## config.mk

```make
export PLATFORM = sky130hd
export DESIGN_NAME = button_conditioner
export DESIGN_NICKNAME = d
export VERILOG_FILES = /design/src/rtl/button_conditioner.sv
export SDC_FILE = /design/constraint.sdc
export NUM_CORES = 1
export LEC_CHECK = 0
export CAP_MARGIN = 40
export CORE_ASPECT_RATIO = 1.1
export CORE_MARGIN = 5
export CORE_UTILIZATION = 60
export DETAILED_ROUTE_END_ITERATION = 7
export PLACE_DENSITY_LB_ADDON = 0.08
export SETUP_SLACK_MARGIN = 0.2
export SLEW_MARGIN = 30
export SYNTH_ARGS = -nofsm -noshare
export SYNTH_HDL_FRONTEND = slang
export SYNTH_SLANG_ARGS = --single-unit
```

## constraint.sdc

```tcl
create_clock -name clk -period 3 [get_ports clk]
set_input_delay 0.3 -clock clk [delete_from_list [all_inputs] [get_ports clk]]
set_output_delay 0.3 -clock clk [all_outputs]
set_load 0.02 [all_outputs]
```

## src/rtl/button_conditioner.sv

```systemverilog
// button_conditioner: turns three raw active-low keys (increment, decrement,
// clear) into clean one-cycle command pulses plus debounced level outputs.
// Each key path: 2-flop synchronizer -> counting debouncer -> press FSM.
// Inc/dec keys have optional hold-to-repeat; the clear key has none.
// Conflicting inc+dec holds and a held clear key suppress inc/dec commands.
module button_conditioner #(
  parameter int DEBOUNCE_CYCLES = 4,
  parameter int REPEAT_EN       = 1,
  parameter int REPEAT_DELAY    = 16,
  parameter int REPEAT_PERIOD   = 8
) (
  input  logic clk,
  input  logic rst_n,
  input  logic btn_increment,
  input  logic btn_decrement,
  input  logic btn_reset,
  output logic inc_pulse,
  output logic dec_pulse,
  output logic clr_pulse,
  output logic inc_held,
  output logic dec_held,
  output logic clr_held
);

  localparam int DB_W    = $clog2(DEBOUNCE_CYCLES + 1);
  localparam int RPT_MAX = (REPEAT_DELAY > REPEAT_PERIOD) ? REPEAT_DELAY : REPEAT_PERIOD;
  localparam int RPT_W   = $clog2(RPT_MAX + 1);

  localparam logic [DB_W-1:0]  DB_LIMIT     = DB_W'(DEBOUNCE_CYCLES);
  localparam logic [DB_W-1:0]  DB_ONE       = DB_W'(1);
  localparam logic [RPT_W-1:0] RPT_DELAY_C  = RPT_W'(REPEAT_DELAY);
  localparam logic [RPT_W-1:0] RPT_PERIOD_C = RPT_W'(REPEAT_PERIOD);
  localparam logic [RPT_W-1:0] RPT_ONE      = RPT_W'(1);
  localparam logic [RPT_W-1:0] RPT_SAT      = '1;

  typedef enum logic [1:0] {
    ST_IDLE   = 2'd0,
    ST_HELD   = 2'd1,
    ST_REPEAT = 2'd2
  } key_state_t;

  // Bit order for all per-key vectors: [0] increment, [1] decrement, [2] clear.
  logic [2:0] raw_key;
  logic [2:0] sync1_reg;
  logic [2:0] sync2_reg;
  logic [2:0] stable_level;   // debounced level, 1 = pressed
  logic [2:0] held_reg;
  logic [1:0] rpt_event;      // press/repeat events from the inc/dec FSMs
  logic       clr_event;

  key_state_t clr_state_reg;
  key_state_t clr_state_next;

  logic inc_pulse_reg;
  logic dec_pulse_reg;
  logic clr_pulse_reg;
  logic inc_pulse_next;
  logic dec_pulse_next;
  logic clr_pulse_next;

  assign raw_key = {btn_reset, btn_decrement, btn_increment};

  // Two-stage synchronizer; released (1) is the safe reset value.
  always_ff @(posedge clk) begin
    if (!rst_n) begin
      sync1_reg <= 3'b111;
      sync2_reg <= 3'b111;
    end else begin
      sync1_reg <= raw_key;
      sync2_reg <= sync1_reg;
    end
  end

  genvar gi;

  generate
    for (gi = 0; gi < 3; gi++) begin : g_debounce
      logic            stable_reg;
      logic [DB_W-1:0] db_cnt_reg;
      logic            sample_pressed;

      assign sample_pressed = ~sync2_reg[gi];

      // Count consecutive disagreeing samples; flip the level once the run is long enough.
      always_ff @(posedge clk) begin
        if (!rst_n) begin
          stable_reg <= 1'b0;
          db_cnt_reg <= '0;
        end else if (db_cnt_reg == DB_LIMIT) begin
          stable_reg <= ~stable_reg;
          db_cnt_reg <= '0;
        end else if (sample_pressed != stable_reg) begin
          db_cnt_reg <= db_cnt_reg + DB_ONE;
        end else begin
          db_cnt_reg <= '0;
        end
      end

      assign stable_level[gi] = stable_reg;
    end
  endgenerate

  generate
    for (gi = 0; gi < 2; gi++) begin : g_repeat
      key_state_t       state_reg;
      key_state_t       state_next;
      logic [RPT_W-1:0] rcnt_reg;
      logic [RPT_W-1:0] rcnt_next;
      logic             event_now;

      // Press/repeat FSM state and repeat counter.
      always_ff @(posedge clk) begin
        if (!rst_n) begin
          state_reg <= ST_IDLE;
          rcnt_reg  <= '0;
        end else begin
          state_reg <= state_next;
          rcnt_reg  <= rcnt_next;
        end
      end

      // Counter starts at 1 on entry so an event fires exactly DELAY/PERIOD cycles later.
      always_comb begin
        state_next = state_reg;
        rcnt_next  = rcnt_reg;
        event_now  = 1'b0;
        if (!stable_level[gi]) begin
          state_next = ST_IDLE;
          rcnt_next  = '0;
        end else begin
          case (state_reg)
            ST_IDLE: begin
              event_now  = 1'b1;
              state_next = ST_HELD;
              rcnt_next  = RPT_ONE;
            end
            ST_HELD: begin
              if ((REPEAT_EN != 0) && (rcnt_reg == RPT_DELAY_C)) begin
                event_now  = 1'b1;
                state_next = ST_REPEAT;
                rcnt_next  = RPT_ONE;
              end else if (rcnt_reg != RPT_SAT) begin
                rcnt_next = rcnt_reg + RPT_ONE;
              end
            end
            ST_REPEAT: begin
              if (rcnt_reg == RPT_PERIOD_C) begin
                event_now = 1'b1;
                rcnt_next = RPT_ONE;
              end else if (rcnt_reg != RPT_SAT) begin
                rcnt_next = rcnt_reg + RPT_ONE;
              end
            end
            default: begin
              state_next = ST_IDLE;
              rcnt_next  = '0;
            end
          endcase
        end
      end

      assign rpt_event[gi] = event_now;
    end
  endgenerate

  // Clear-key FSM state register (IDLE/HELD only, no repeat).
  always_ff @(posedge clk) begin
    if (!rst_n) begin
      clr_state_reg <= ST_IDLE;
    end else begin
      clr_state_reg <= clr_state_next;
    end
  end

  // Clear key fires once per press edge.
  always_comb begin
    clr_state_next = clr_state_reg;
    clr_event      = 1'b0;
    if (!stable_level[2]) begin
      clr_state_next = ST_IDLE;
    end else if (clr_state_reg == ST_IDLE) begin
      clr_event      = 1'b1;
      clr_state_next = ST_HELD;
    end
  end

  // Arbitration uses the levels that appear on *_held alongside the pulse.
  always_comb begin
    inc_pulse_next = 1'b0;
    dec_pulse_next = 1'b0;
    clr_pulse_next = clr_event & ~clr_pulse_reg;
    if (stable_level[2]) begin
      inc_pulse_next = 1'b0;
      dec_pulse_next = 1'b0;
    end else if (stable_level[0] && stable_level[1]) begin
      inc_pulse_next = 1'b0;
      dec_pulse_next = 1'b0;
    end else begin
      inc_pulse_next = rpt_event[0] & ~inc_pulse_reg;
      dec_pulse_next = rpt_event[1] & ~dec_pulse_reg;
    end
  end

  // Output registers for pulses and held levels.
  always_ff @(posedge clk) begin
    if (!rst_n) begin
      inc_pulse_reg <= 1'b0;
      dec_pulse_reg <= 1'b0;
      clr_pulse_reg <= 1'b0;
      held_reg      <= 3'b000;
    end else begin
      inc_pulse_reg <= inc_pulse_next;
      dec_pulse_reg <= dec_pulse_next;
      clr_pulse_reg <= clr_pulse_next;
      held_reg      <= stable_level;
    end
  end

  assign inc_pulse = inc_pulse_reg;
  assign dec_pulse = dec_pulse_reg;
  assign clr_pulse = clr_pulse_reg;
  assign inc_held  = held_reg[0];
  assign dec_held  = held_reg[1];
  assign clr_held  = held_reg[2];

endmodule

```

==> results.json, run 1 <==
{
  "yosysUniqueCellTypes": 35,
  "num_vias": 1123,
  "worstRegToRegCells": 5,
  "postCtsSetupRepairBufs": 0,
  "drc": 0,
  "clock_skew_ps": 12.5,
  "die_y_um": 64.7,
  "root_buffer": "clkbuf_4",
  "ir_worst_vdd_v": 0.000446,
  "dp_slack_ps": 1220,
  "drv_cap": 0,
  "fin_cells": 209,
  "post_cts_resized": 0,
  "crit_arrival_ps": 1870,
  "grt.total_usage_pct": 16.5,
  "synthCells": 161,
  "antenna_found_initial": 0,
  "hold_violations": 0,
  "outcome": "complete, no violations",
  "drv_slew": 0,
  "drive_above_1_share_pct": 8.43,
  "ys_warn_count": 0,
  "drt_iter0_markers": 21,
  "p_per_area_mw_per_mm2": 487,
  "worst_slew_pin_slew_ps": 844,
  "fin_crit_sh_pct": 55.2,
  "p_leak_nw": 0.704,
  "ys_ff_latch": 39,
  "cts_buffers": 5,
  "area_growth_pct": 13.4,
  "diodes": 0,
  "cts_num_sinks": 39,
  "synth.cell_area_sq_mm": 0.00163,
  "cp-start-kind": "flop",
  "fp-row-count": 19,
  "critPathKind": "reg -> reg",
  "htreeDepth": 2,
  "place_inst": 201,
  "rsz0062_at_grt": "no",
  "ctsHoldBuffers": 0,
  "hold_slack_ps": 402,
  "fin_tns_setup_ps": 0,
  "maxSlewHeadroom_pct": 42.9,
  "grt.overflow.total": 0,
  "finalSetupViolCount": 0,
  "wirelength_um": 2660,
  "finalWorstSetupSlack_ps": 1340,
  "via_per_inst": 5.37,
  "clkLatencyLatePin_ps": 360,
  "num-nets-final": 192,
  "dieArea_sq_mm": 0.00386,
  "grt_pass1_wl_um": 4800,
  "core_sq_mm": 0.00254,
  "fmax_mhz": 604,
  "synth_seq_area_share_pct": 47.9,
  "ant_nets": 0,
  "crit_path_end_kind": "flop",
  "clk_pin_slew_ps": 120,
  "hp-class": "reg -> reg",
  "largest_register_ffs": 10,
  "tritoncts": "built",
  "dp_hpwl_um": 1860,
  "io_pins": 11,
  "fin_crit_ps": 1660,
  "grt_max_degree": 21,
  "synth_nets": 176,
  "crit_required_ps": 3220,
  "place.gp.congestion": 0.844,
  "routedWlPerCell_um": 12.7,
  "first_pass_iters": 4,
  "dieWidth_um": 59.7,
  "start_util_pct": 64.1,
  "cp_max_fo": 5,
  "clk_path_buf_depth": 2,
  "p_total_mw": 0.900,
  "min_path_cells": 1,
  "avgSynthCellArea_sq_um": 10.1,
  "grt_pass1_vias": 1114,
  "io_buffers": 10
}
where the power goes:
group / switching [mW] / total, mW / internal (mW) / leakage [nW]
combinational: 0.00761 / 0.0182 / 0.0106 / 0.343
sequential: 0.00200 / 0.525 / 0.523 / 0.316
clock: 0.182 / 0.358 / 0.175 / 0.0452
worst paths after layout:
kind                            from                 endpoint  slack, ps
min                 clr_state_reg[0]                clr_pulse        400
max reg2reg  g_repeat[0].rcnt_reg[1]  g_repeat[0].rcnt_reg[3]       1340
max          g_repeat[0].rcnt_reg[1]  g_repeat[0].rcnt_reg[3]       1340
min reg2reg         clr_state_reg[0]                clr_pulse        400
cells in the final DEF (no fill, tap or decap), drive strengths merged, types with 3 or more instances in the layout:
cell,synthesis,routed
clkdlybuf4s50,0,10
nor2,9,9
mux2i,5,5
a2111oi,3,3
nor4,5,5
and3,3,3
a21oi,5,5
nand3,5,5
nand2,6,6
nand2b,12,12
nand4,3,3
clkbuf,1,5
a31oi,5,5
inv,15,15
xnor2,10,10
and2,7,7
ha,10,10
dfxtp,39,39
critical path: stages, from the launching register on:
cell	delay [ps]
dfxtp_1	370
inv_1	80
ha_1	210
nand2b_4	60
nor4b_1	700
nor4_1	100
cell families (layout without fill, tap and decap cells):
logic type	count (synthesis)	count (layout)	synth area share (%)
AND/OR/NAND/NOR	59	59	22.1
flip-flops	39	39	47.9
AO/OA/AOI/OAI	20	20	9.43
buffers and inverters	17	34	3.99
XOR/XNOR	11	11	5.90
adder cells (fa/ha/maj)	10	10	7.67
multiplexers	5	5	3.07
synthesized netlist by cell type:
cell type,n,area [sq um]
a2111oi_1,1,10.0
a2111oi_2,2,30.0
a211oi_1,1,7.51
a21boi_0,1,7.51
a21o_1,2,15.0
a21oi_1,5,25.0
a31oi_1,5,31.3
a41o_1,1,10.0
and2_1,7,43.8
and3_1,3,18.8
and4bb_2,1,12.5
buf_2,1,5.00
clkbuf_1,1,3.75
dfxtp_1,39,781
ha_1,10,125
inv_1,15,56.3
mux2i_1,5,50.1
nand2_1,6,22.5
nand2b_1,11,68.8
nand2b_4,1,13.8
nand3_1,5,25.0
nand3b_1,1,7.51
nand4_1,3,18.8
nand4bb_1,1,11.3
nor2_1,9,33.8
nor2b_1,2,12.5
nor3b_1,1,7.51
nor4_1,5,31.3
nor4b_1,1,8.76
nor4bb_1,1,10.0
o21ba_2,1,10.0
o21bai_1,1,7.51
or4b_4,1,13.8
xnor2_1,10,87.6
xor2_1,1,8.76
per-stage QoR:
| step | utilization, % | instance area [sq um] |
|---|---|---|
| after CTS | 72.7 | 1850 |
| final | 72.7 | 1850 |
| after detailed placement | 69.6 | 1770 |
| after global routing | 72.7 | 1850 |
| after global placement | 69.6 | 1770 |
| after floorplan | - | 1630 |
area by class of cell:
type | count | area, sq um
clock buffer | 5 | 37.5
clock inverter | 3 | 43.8
fill | 191 | 693
inverter | 15 | 56.3
multi-input combinational | 105 | 786
sequential | 39 | 781
tap | 31 | 38.8
timing repair buffer | 11 | 108
per-layer routing:
layer | GRT usage, % | routed length [um]
met5 | 0 | 0
met4 | 8.31 | 68
met3 | 6.75 | 116
met2 | 25.1 | 1240
met1 | 19.9 | 1240
Power figures use the tool's default switching activity.
==> inputs of run 2 (changes only) <==
Settings changed: CORE_UTILIZATION 60 to 57.
Clock period 3 ns to 1.6 ns, I/O delays scaled along.
==> run 2 against run 1 <==
- non-clock buffer count is 16 higher
- clock skew hardly changed
- final cell count is 8.6% higher
- sequential power is 87% higher
- highest routed layer unchanged
==> results.json, run 2 (synthesized netlist as in run 1, its figures left out) <==
{
  "outcome": "complete, no violations",
  "io_pins": 11,
  "first_pass_iters": 4,
  "die_y_um": 66.1,
  "ant_nets": 0,
  "maxSlewHeadroom_pct": 75.2,
  "core_sq_mm": 0.00275,
  "ctsHoldBuffers": 0,
  "crit_arrival_ps": 1710,
  "cp_max_fo": 4,
  "p_per_area_mw_per_mm2": 716,
  "fin_tns_setup_ps": 0,
  "via_per_inst": 5.47,
  "clkPwrFrac_pct": 32.9,
  "worst_slew_pin_slew_ps": 372,
  "io_buffers": 10,
  "rr_startpoint": "g_repeat[0].rcnt_reg[0]",
  "fin_crit_sh_pct": 91.2,
  "drv_cap": 0,
  "crit_path_end_kind": "flop",
  "fmax_mhz": 685,
  "num-nets-final": 208,
  "pwr-share-seq_pct": 64.9,
  "place.gp.congestion": 0.784,
  "dieArea_sq_mm": 0.00403,
  "path_cells": "buf_6 -> buf_4 -> ha_4 -> nand4_1 -> buf_4 -> a2111oi_4",
  "grt_max_degree": 19,
  "placed_area_sq_mm": 0.00178,
  "root_buffer": "clkbuf_4",
  "finalSetupViolCount": 0,
  "drc": 0,
  "critPathSlowestCell": "dfxtp_2",
  "dp_hpwl_um": 1940,
  "rsz0062_at_grt": "yes",
  "critPathKind": "reg -> reg",
  "drt_iter0_markers": 41,
  "area_growth_pct": 29.8,
  "num_vias": 1241,
  "antenna_found_initial": 0,
  "final_common_cell": "dfxtp_1",
  "finalWorstSetupSlack_ps": 140,
  "most-common-layout-cells": "dfxtp_1, buf_4, inv_1, nand2b_1, xnor2_1",
  "drv_slew": 0,
  "diodes": 0,
  "cts_num_sinks": 39,
  "hold_slack_ps": 387,
  "crit_path_max_incr_delay_ps": 370,
  "grt.total_usage_pct": 16.8,
  "timing.critical_path.from": "g_repeat[0].rcnt_reg[0]",
  "crit_required_ps": 1850,
  "crit_buf_inv": 3,
  "fin_crit_ps": 1460,
  "intPower_mw": 1.17,
  "clk_pin_slew_ps": 120,
  "crit_top_cell": "buf_4",
  "grt_pass1_wl_um": 5070,
  "fp-row-count": 20,
  "clk_path_buf_depth": 2,
  "dp_slack_ps": 50.8,
  "wirelength_um": 3190,
  "hp-start": "btn_decrement",
  "p_leak_nw": 0.813,
  "clock_skew_ps": 12.4,
  "r2r_slack_ps": 140,
  "hp-class": "in -> reg",
  "combPwrFrac_pct": 2.3,
  "clkLatencyLatePin_ps": 340,
  "ir_worst_vdd_v": 0.000925,
  "drive_above_1_share_pct": 27.3,
  "grt_pass1_vias": 1223,
  "cp-start-kind": "flop",
  "largest_register_ffs": 10,
  "hold_violations": 0,
  "routedWlPerCell_um": 14.1,
  "fin_area_sq_mm": 0.00212,
  "grt.overflow.total": 0,
  "p_total_mw": 1.52,
  "crit_family": "buffers and inverters",
  "htreeDepth": 2,
  "start_util_pct": 59.3,
  "dieWidth_um": 61.0,
  "tritoncts": "built",
  "switching_power_mw": 0.349,
  "fillers": 189,
  "cts_buffers": 5,
  "netSwitchingFraction_pct": 23.0
}
==> run 2: changes by cell type in the layout (fill, tap and decap cells not counted), moves of 3 or more <==
cell,delta
clkdlybuf4s50_1,-6
dfxtp_2,+4
nor4_1,-4
dlygate4sd2_1,+6
dfxtp_1,-4
buf_4,+14
ha_1,-4
inv_1,-4
nor4_2,+3
ha_4,+4
inv_2,+4
==> run 2: cell type report <==
class	count	area, sq um	area share [%]
well taps	33	41.3	1.95
repair buffers	27	228	10.8
clock buffers	5	37.5	1.77
flip-flops and latches	39	786	37.1
clock inverters	3	20.0	0.945
multi-input cells	105	950	44.8
inverters	15	56.3	2.66
==> run 2: timing repair <==
| action | 4_1_cts | 5_1_grt |
|---|---|---|
| resized for setup | 17 | 23 |
| buffers inserted | 10 | 5 |
| pin swaps | 4 | 8 |
| setup endpoints to repair | 16 | 12 |
==> run 2: worst register-to-register path, cell delays in order, from the launching register on <==
cell and delay (ps):
dfxtp_2 370, buf_6 100, buf_4 110, ha_4 150, nand4_1 160, buf_4 210, a2111oi_4 270
==> run 2: power groups by stage <==
| stage | registers [mW] | logic [mW] | clock network [mW] |
|---|---|---|---|
| 5_1_grt | 0.985 | 0.0390 | 0.561 |
| 6_report | 0.983 | 0.0343 | 0.498 |
| 3_3_place_gp | 1.01 | 0.0339 | 0 |
| 2_1_floorplan | 1.00 | 0.0205 | 0 |
| 4_1_cts | 0.984 | 0.0351 | 0.514 |
| 3_5_place_dp | 1.01 | 0.0350 | 0 |
==> run 2: stage by stage <==
step,utilization (%),cells
floorplan,-,161
global placement,64.7,204
detailed placement,64.7,204
CTS,70.7,222
global route,77.0,227
finish,77.0,227
==> run 2: worst paths after layout <==
kind | end | depth (start not counted)
worst min register to register | clr_pulse | 1
worst min-delay path | sync1_reg[1] | 2
worst max register to register | g_repeat[0].rcnt_reg[2] | 6
worst max-delay path | g_repeat[0].rcnt_reg[2] | 6
==> run 2: metal layers <==
| metal | wire length (um) | global-route usage [%] | part of all wire [%] |
|---|---|---|---|
| met5 | 0 | 0 | 0 |
| met4 | 87 | 8.94 | 2.7 |
| met3 | 140 | 4.49 | 4.4 |
| met2 | 1640 | 27.9 | 51 |
| met1 | 1320 | 19.0 | 41 |
